===== src/rtl/atm_pkg.sv =====
// Shared definitions for the ATM session front-end: command select codes,
// core result codes, user-facing status codes and the session state encoding.
package atm_pkg;

  // Card number that never names a real account.
  localparam logic [3:0] ACC_INVALID = 4'hF;

  // Command / core select codes.
  localparam logic [1:0] SEL_END      = 2'd0;
  localparam logic [1:0] SEL_BALANCE  = 2'd1;
  localparam logic [1:0] SEL_WITHDRAW = 2'd2;
  localparam logic [1:0] SEL_TRANSFER = 2'd3;

  // Result codes returned by the account core.
  localparam logic [1:0] RES_NONE      = 2'd0;
  localparam logic [1:0] RES_INSUFF_WD = 2'd1;
  localparam logic [1:0] RES_INSUFF_TR = 2'd2;
  localparam logic [1:0] RES_SUCCESS   = 2'd3;

  typedef enum logic [2:0] {
    STAT_OK        = 3'd0,
    STAT_INSUFF_WD = 3'd1,
    STAT_INSUFF_TR = 3'd2,
    STAT_BAD_PIN   = 3'd3,
    STAT_LOCKED    = 3'd4,
    STAT_BAD_ACC   = 3'd5,
    STAT_TIMEOUT   = 3'd6,
    STAT_CORE_ERR  = 3'd7
  } status_t;

  typedef enum logic [1:0] {
    S_IDLE = 2'd0,
    S_PIN  = 2'd1,
    S_MENU = 2'd2,
    S_REQ  = 2'd3
  } state_t;

endpackage


===== src/rtl/atm_pin_guard.sv =====
// PIN guard: compares the entered PIN with the account's expected PIN,
// counts consecutive wrong entries and keeps the per-account lock mask.
// The lock mask is queried combinationally with the number on an inserted card.
module atm_pin_guard
  import atm_pkg::*;
#(
  parameter int          MAX_PIN_TRIES = 3,
  parameter logic [15:0] PIN_BASE      = 16'h1000
) (
  input  logic        clk,
  input  logic        rst,
  input  logic        clear,
  input  logic        check,
  input  logic [3:0]  acc,
  input  logic [15:0] pin_code,
  input  logic [3:0]  query_acc,
  output logic        match,
  output logic        lock,
  output logic        locked
);

  localparam int            AW       = $clog2(MAX_PIN_TRIES + 1);
  localparam logic [AW-1:0] LAST_TRY = AW'(MAX_PIN_TRIES - 1);

  logic [AW-1:0] attempts;
  logic [15:0]   lock_mask;

  // Expected PIN is the base plus the account number, wrapping at 16 bits.
  assign match  = (pin_code == (PIN_BASE + {12'd0, acc}));
  // This wrong entry is the one that exhausts the allowed tries.
  assign lock   = check && !match && (attempts == LAST_TRY);
  assign locked = (query_acc != ACC_INVALID) && lock_mask[query_acc];

  // Attempt counter and lock mask update on each checked PIN entry.
  always_ff @(posedge clk or posedge rst) begin
    if (rst) begin
      attempts  <= '0;
      // NOTE: the lock mask is state that must start known (all unlocked), so it
      // is reset like any other flop rather than treated as uninitialised storage.
      lock_mask <= '0;
    end else if (clear) begin
      attempts <= '0;
    end else if (check) begin
      if (match) begin
        attempts <= '0;
      end else if (lock) begin
        attempts       <= '0;
        lock_mask[acc] <= 1'b1;
      end else begin
        attempts <= attempts + 1'b1;
      end
    end
  end

endmodule


===== src/rtl/atm_session_ctrl.sv =====
// ATM session controller: card insertion, PIN verification with lockout,
// command acceptance and a held request/response exchange with the account core.
// Optional inactivity timeout is built when ATM_TIMEOUT_EN is defined.
module atm_session_ctrl
  import atm_pkg::*;
#(
  parameter int          NUM_ACCOUNTS   = 15,
  parameter int          MAX_PIN_TRIES  = 3,
  parameter logic [15:0] PIN_BASE       = 16'h1000
`ifdef ATM_TIMEOUT_EN
  ,
  parameter int          TIMEOUT_CYCLES = 1000
`endif
) (
  input  logic        clk,
  input  logic        rst,
  input  logic        card_in,
  input  logic [3:0]  card_acc,
  input  logic        pin_valid,
  input  logic [15:0] pin_code,
  input  logic        cmd_valid,
  output logic        cmd_ready,
  input  logic [1:0]  cmd_sel,
  input  logic [9:0]  cmd_amount,
  input  logic [3:0]  cmd_dest,
  output logic        core_req,
  output logic [1:0]  core_select,
  output logic [3:0]  core_acc_origin,
  output logic [3:0]  core_acc_purpose,
  output logic [9:0]  core_amount,
  input  logic        core_rsp_valid,
  input  logic [1:0]  core_result,
  input  logic [9:0]  core_inventory,
  output logic        status_valid,
  output logic [2:0]  status_code,
  output logic [9:0]  balance_out,
  output logic        session_active,
  output logic        card_eject
);

  localparam logic [3:0] ACC_LIMIT = 4'(NUM_ACCOUNTS);

  state_t     state;
  logic [3:0] origin;
  logic       acc_ok, acc_locked, pin_check, pin_match, pin_lock;
  logic       cmd_accept, bad_dest, guard_clear, timeout_fire;

  assign acc_ok      = (card_acc < ACC_LIMIT);
  assign pin_check   = (state == S_PIN) && pin_valid;
  assign cmd_accept  = (state == S_MENU) && cmd_valid && cmd_ready;
  assign bad_dest    = (cmd_dest >= ACC_LIMIT) || (cmd_dest == origin);
  assign guard_clear = ((state == S_IDLE) && card_in && acc_ok && !acc_locked) || timeout_fire;

  atm_pin_guard #(
    .MAX_PIN_TRIES (MAX_PIN_TRIES),
    .PIN_BASE      (PIN_BASE)
  ) u_pin_guard (
    .clk       (clk),
    .rst       (rst),
    .clear     (guard_clear),
    .check     (pin_check),
    .acc       (origin),
    .pin_code  (pin_code),
    .query_acc (card_acc),
    .match     (pin_match),
    .lock      (pin_lock),
    .locked    (acc_locked)
  );

`ifdef ATM_TIMEOUT_EN
  localparam int            TW     = (TIMEOUT_CYCLES > 2) ? $clog2(TIMEOUT_CYCLES) : 1;
  localparam logic [TW-1:0] T_LAST = TW'(TIMEOUT_CYCLES - 1);

  logic [TW-1:0] idle_timer;

  // Expiry yields to user activity arriving in the same cycle.
  assign timeout_fire = ((state == S_PIN) || (state == S_MENU)) &&
                        (idle_timer == T_LAST) && !pin_check && !cmd_accept;

  // Inactivity timer: cleared outside a session and on activity, frozen in REQ.
  always_ff @(posedge clk or posedge rst) begin
    if (rst) begin
      idle_timer <= '0;
    end else if ((state == S_IDLE) || pin_check || cmd_accept || timeout_fire ||
                 ((state == S_REQ) && core_rsp_valid)) begin
      idle_timer <= '0;
    end else if (state != S_REQ) begin
      idle_timer <= idle_timer + 1'b1;
    end
  end
`else
  assign timeout_fire = 1'b0;
`endif

  // Session FSM with all user- and core-facing outputs registered.
  always_ff @(posedge clk or posedge rst) begin
    if (rst) begin
      state            <= S_IDLE;
      origin           <= '0;
      cmd_ready        <= 1'b0;
      core_req         <= 1'b0;
      core_select      <= '0;
      core_acc_origin  <= '0;
      core_acc_purpose <= '0;
      core_amount      <= '0;
      status_valid     <= 1'b0;
      status_code      <= '0;
      balance_out      <= '0;
      session_active   <= 1'b0;
      card_eject       <= 1'b0;
    end else begin
      // NOTE: non-blocking assignments only; later assignments in this block
      // override these pulse defaults without creating ordering races.
      status_valid <= 1'b0;
      card_eject   <= 1'b0;
      unique case (state)
        S_IDLE: begin
          if (card_in) begin
            if (!acc_ok) begin
              status_valid <= 1'b1;
              status_code  <= STAT_BAD_ACC;
              card_eject   <= 1'b1;
            end else if (acc_locked) begin
              status_valid <= 1'b1;
              status_code  <= STAT_LOCKED;
              card_eject   <= 1'b1;
            end else begin
              origin         <= card_acc;
              session_active <= 1'b1;
              state          <= S_PIN;
            end
          end
        end
        S_PIN: begin
          if (pin_valid) begin
            if (pin_match) begin
              cmd_ready <= 1'b1;
              state     <= S_MENU;
            end else begin
              status_valid <= 1'b1;
              status_code  <= STAT_BAD_PIN;
              if (pin_lock) begin
                card_eject     <= 1'b1;
                session_active <= 1'b0;
                state          <= S_IDLE;
              end
            end
          end else if (timeout_fire) begin
            status_valid   <= 1'b1;
            status_code    <= STAT_TIMEOUT;
            card_eject     <= 1'b1;
            session_active <= 1'b0;
            state          <= S_IDLE;
          end
        end
        S_MENU: begin
          if (cmd_accept) begin
            if (cmd_sel == SEL_END) begin
              status_valid   <= 1'b1;
              status_code    <= STAT_OK;
              card_eject     <= 1'b1;
              cmd_ready      <= 1'b0;
              session_active <= 1'b0;
              state          <= S_IDLE;
            end else if ((cmd_sel == SEL_TRANSFER) && bad_dest) begin
              status_valid <= 1'b1;
              status_code  <= STAT_BAD_ACC;
            end else begin
              core_req         <= 1'b1;
              core_select      <= cmd_sel;
              core_acc_origin  <= origin;
              core_acc_purpose <= (cmd_sel == SEL_TRANSFER) ? cmd_dest : 4'd0;
              core_amount      <= ((cmd_sel == SEL_WITHDRAW) || (cmd_sel == SEL_TRANSFER)) ?
                                  cmd_amount : 10'd0;
              cmd_ready        <= 1'b0;
              state            <= S_REQ;
            end
          end else if (timeout_fire) begin
            status_valid   <= 1'b1;
            status_code    <= STAT_TIMEOUT;
            card_eject     <= 1'b1;
            cmd_ready      <= 1'b0;
            session_active <= 1'b0;
            state          <= S_IDLE;
          end
        end
        S_REQ: begin
          if (core_rsp_valid) begin
            core_req     <= 1'b0;
            cmd_ready    <= 1'b1;
            status_valid <= 1'b1;
            state        <= S_MENU;
            case (core_result)
              RES_SUCCESS: begin
                status_code <= STAT_OK;
                if (core_select == SEL_BALANCE) balance_out <= core_inventory;
              end
              RES_INSUFF_WD: status_code <= STAT_INSUFF_WD;
              RES_INSUFF_TR: status_code <= STAT_INSUFF_TR;
              RES_NONE:      status_code <= STAT_CORE_ERR;
            endcase
          end
        end
      endcase
    end
  end

endmodule


===== config.mk =====
export PLATFORM = sky130hd
export DESIGN_NAME = atm_session_ctrl
export DESIGN_NICKNAME = d
export VERILOG_FILES = /design/src/rtl/atm_pkg.sv /design/src/rtl/atm_pin_guard.sv /design/src/rtl/atm_session_ctrl.sv
export SDC_FILE = /design/constraint.sdc
export NUM_CORES = 1
export LEC_CHECK = 0
export ABC_CLOCK_PERIOD_IN_PS = 3250
export BUFFER_PORTS_ARGS = -buffer_cell sky130_fd_sc_hd__buf_2
export CAP_MARGIN = 20
export CELL_PAD_IN_SITES_DETAIL_PLACEMENT = 0
export CELL_PAD_IN_SITES_GLOBAL_PLACEMENT = 1
export CORE_ASPECT_RATIO = 1.75
export CORE_MARGIN = 5
export CORE_UTILIZATION = 40
export CTS_BUF_LIST = sky130_fd_sc_hd__clkbuf_2
export DETAILED_ROUTE_END_ITERATION = 12
export PLACE_DENSITY = 0.85
export RECOVER_POWER = 25
export SYNTH_ARGS = -nofsm -noshare
export SYNTH_HDL_FRONTEND = slang
export SYNTH_SLANG_ARGS = --single-unit

===== constraint.sdc =====
create_clock -name clk -period 3.25 [get_ports clk]
set_input_delay 0.1625 -clock clk [delete_from_list [all_inputs] [get_ports clk]]
set_output_delay 0.1625 -clock clk [all_outputs]
set_load 0.05 [all_outputs]

==> out/metrics.csv <==
metric,value,unit
max_slew headroom,-12.39,%
Initial Utilization,41.31,%
CP arrival,2.96,ns
"area leader, netlist",dfrtp_1,
first-pass GRT wire length,13490,um
Die H,127.4,um
Pre-antenna DRT Iters,4,
Final Hold Vio Count,0,
end of the worst hold path,core_amount[0],
initial antenna violation count,1,
final setup TNS,0,ns
clock buffer count from CTS,9,
"FF+latch count, synth",62,
slew at the pin closest to its max-slew limit,1.684,ns
vias post-DR,2608,
Die Wd,77.06,um
area of the multi-input gates,0.001481,mm2
Post-synth ARST share,100.0,%
CTS Hold Bufs,35,
largest net degree at the start of global routing,46,
RR Endpoint,core_acc_origin[0],
Pwr Density,573.8,mW/mm2
DR vias/cell,5.247,
GRT Util Overall,17.48,%
CTS tree,yes,
Post-Route Skew,0.03322,ns
CTS root buf,clkbuf_2,
number of global-route vias before repair,2734,
H-tree levels,3,
min-delay src,cmd_sel[1],
reg2reg setup slack,0.68,ns
Syn. warnings,0,
clock latency on the worst-skew pair,0.52,ns
"Worst Setup Slack, final",0.6762,ns
maximum clock rate,388.5,MHz
status,"complete, but fails checks",
post-synth top area share,49.28,%
failing checks,"capacitance limit, slew limit",
register area share after synthesis,49.28,%
class of the worst hold path,in2reg,
DRT Wirelength,8155,um
die area,0.009814,mm2
total of max-cap violations,1,
# fillers,683,
Worst Setup SP,state[0],
FP Rows,42,
share of layout cells above drive strength 1,37.50,%
min Tclk post-route,2.574,ns
Starting DRT DRC Count,186,
period utilisation layout,79.19,%
leakage,0.002077,uW
Synth area leaders,"dfrtp_1 49%, mux2_2 9.3%, nand2_1 4.1%",
port buffer count,91,
crit start category,flip-flop,
clock buffer depth,2,
Worst-path clk slew,0.19,ns
cell family with most CP delay,compound AO/OA/AOI/OAI gates,
Yosys cell types,57,
"Buf+Inv Stages, Crit Path",1,
Post-synth top cells,"62 x dfrtp_1, 34 x nand2_1, 26 x mux2_2",
"Req. time, crit path",3.64,ns
ANT nets after route,0,
Register-to-Register Path Depth,6,
"critical path fanouts, max",34,
DRC Markers,0,
"Setup violations, final",0,
HPWL Detailed,5999,um
Crit path largest cell delay,0.51,ns
CTS Sinks,62,
"Slew Viols, Final",46,
Post-CTS Resized,0,
Final nets,464,
DR WL/cell,16.41,um
RSZ-0062 raised after global routing,no,
cells after synthesis,279,
Mean Syn Cell Area,11.28,um2
critical-path cell list,"inv_1, ha_1, o21ai_0, a31oi_1, nand3_2, mux2_2",
syn_nets,338,
Hold Crit Depth,3,
Post-CTS Setup Bufs,0,
grt ovf,0,
critical path's slowest cell,nand3_2,
RePlAce Congestion,0.8531,
register area,0.001551,mm2
Place WS,0.7259,ns
ys flop type,dfrtp_1,
area grow syn2layout,29.53,%
Setup Crit Path Kind,reg2reg,
VDD IR max,0.2209,mV
critical path endpoint category,flip-flop,
"count leader, synth",dfrtp_1,
Core Region,0.007620,mm2
R2R Path Start,state[0],
number of I/O pins,92,
cell area after synthesis,0.003148,mm2
count of flip-flops with a built-in enable after synthesis,0,
-- per-layer routing --
layer	vias up	track usage (%)	part of all wire, %
met1	1259	18.07	37
met4	0	9.008	3.3
met5	-	0	0
met2	67	31.80	56
met3	23	4.648	3.7
li1	1259	-	-
-- stage by stage --
| step | area (um2) | utilization, % | instances | power, uW | hold slack [ns] |
|---|---|---|---|---|---|
| 2_1_floorplan | 3148 | - | 279 | 1775 | 0.3073 |
| 3_3_place_gp | 3659 | 48.01 | 447 | 1954 | 0.3939 |
| 3_5_place_dp | 3659 | 48.01 | 447 | 1981 | 0.3999 |
| 4_1_cts | 4075 | 53.48 | 496 | 2367 | 0.02597 |
| 5_1_grt | 4078 | 53.51 | 497 | 2494 | 0.007636 |
| 6_report | 4078 | 53.51 | 497 | 2340 | 0.04919 |
-- registers in the layout, indices dropped and copies added, names as in the netlist, 3 cells and up --
signal                 count
core_amount               10
origin                     4
u_pin_guard.lock_mask     16
core_acc_purpose           4
core_acc_origin            4
balance_out               10
status_code                3
-- kinds of logic after synthesis --
family	count (synthesis)	synth area share, %
compound gates	65	15.30
xor+xnor	8	2.226
fa+ha+maj	5	1.987
buf+inv	25	3.657
flops	62	49.28
mux	33	11.92
simple gates	81	15.62
-- worst max-delay path by stage --
stage	endpoint	slack (ns)	cells after the start
6_report	core_acc_origin[0]	0.68	6
5_1_grt	core_acc_origin[1]	0.43	6
4_1_cts	core_acc_origin[0]	0.69	6
3_5_place_dp	core_acc_origin[2]	0.73	6
3_3_place_gp	core_acc_origin[2]	0.81	6
2_1_floorplan	core_acc_origin[1]	1.13	8
-- final cells by class --
cell class	count	share of cell area [%]
Antenna cell	1	0.06137
Clock buffer	10	1.227
Clock inverter	4	0.3989
Inverter	12	1.105
Multi-Input combinational cell	192	36.33
Sequential cell	62	38.05
Tap cell	88	2.700
Timing Repair Buffer	128	20.13
-- power breakdown --
part	switching [uW]	internal [uW]	total, uW
clock	267	87.1	354
combinational	497	389	887
sequential	181	918	1100
total	945	1390	2340
-- cells in the final DEF (no fill, tap or decap), types with 5 or more instances in the layout --
cell type and instances:
buf_2 91, dfrtp_1 62, dlygate4sd3_1 35, nand2_1 34, mux2_2 26, o21ai_0 18, inv_1 12, nand3_1 10
clkbuf_2 10, a21oi_1 8, a21o_1 7, nor2_1 6, mux2i_1 6, nand4_1 5, nor2b_1 5, ha_1 5
-- worst reg2reg max path: cells and delay by family (launching register included) --
kind / cells / cell delay, ns
AO/OA/AOI/OAI: 2 / 0.60
AND/OR/NAND/NOR: 1 / 0.51
multiplexers: 1 / 0.45
flip-flops: 1 / 0.44
adder cells (fa/ha/maj): 1 / 0.31
buffers and inverters: 1 / 0.14
Note: power is estimated with default switching activity, not from simulation.
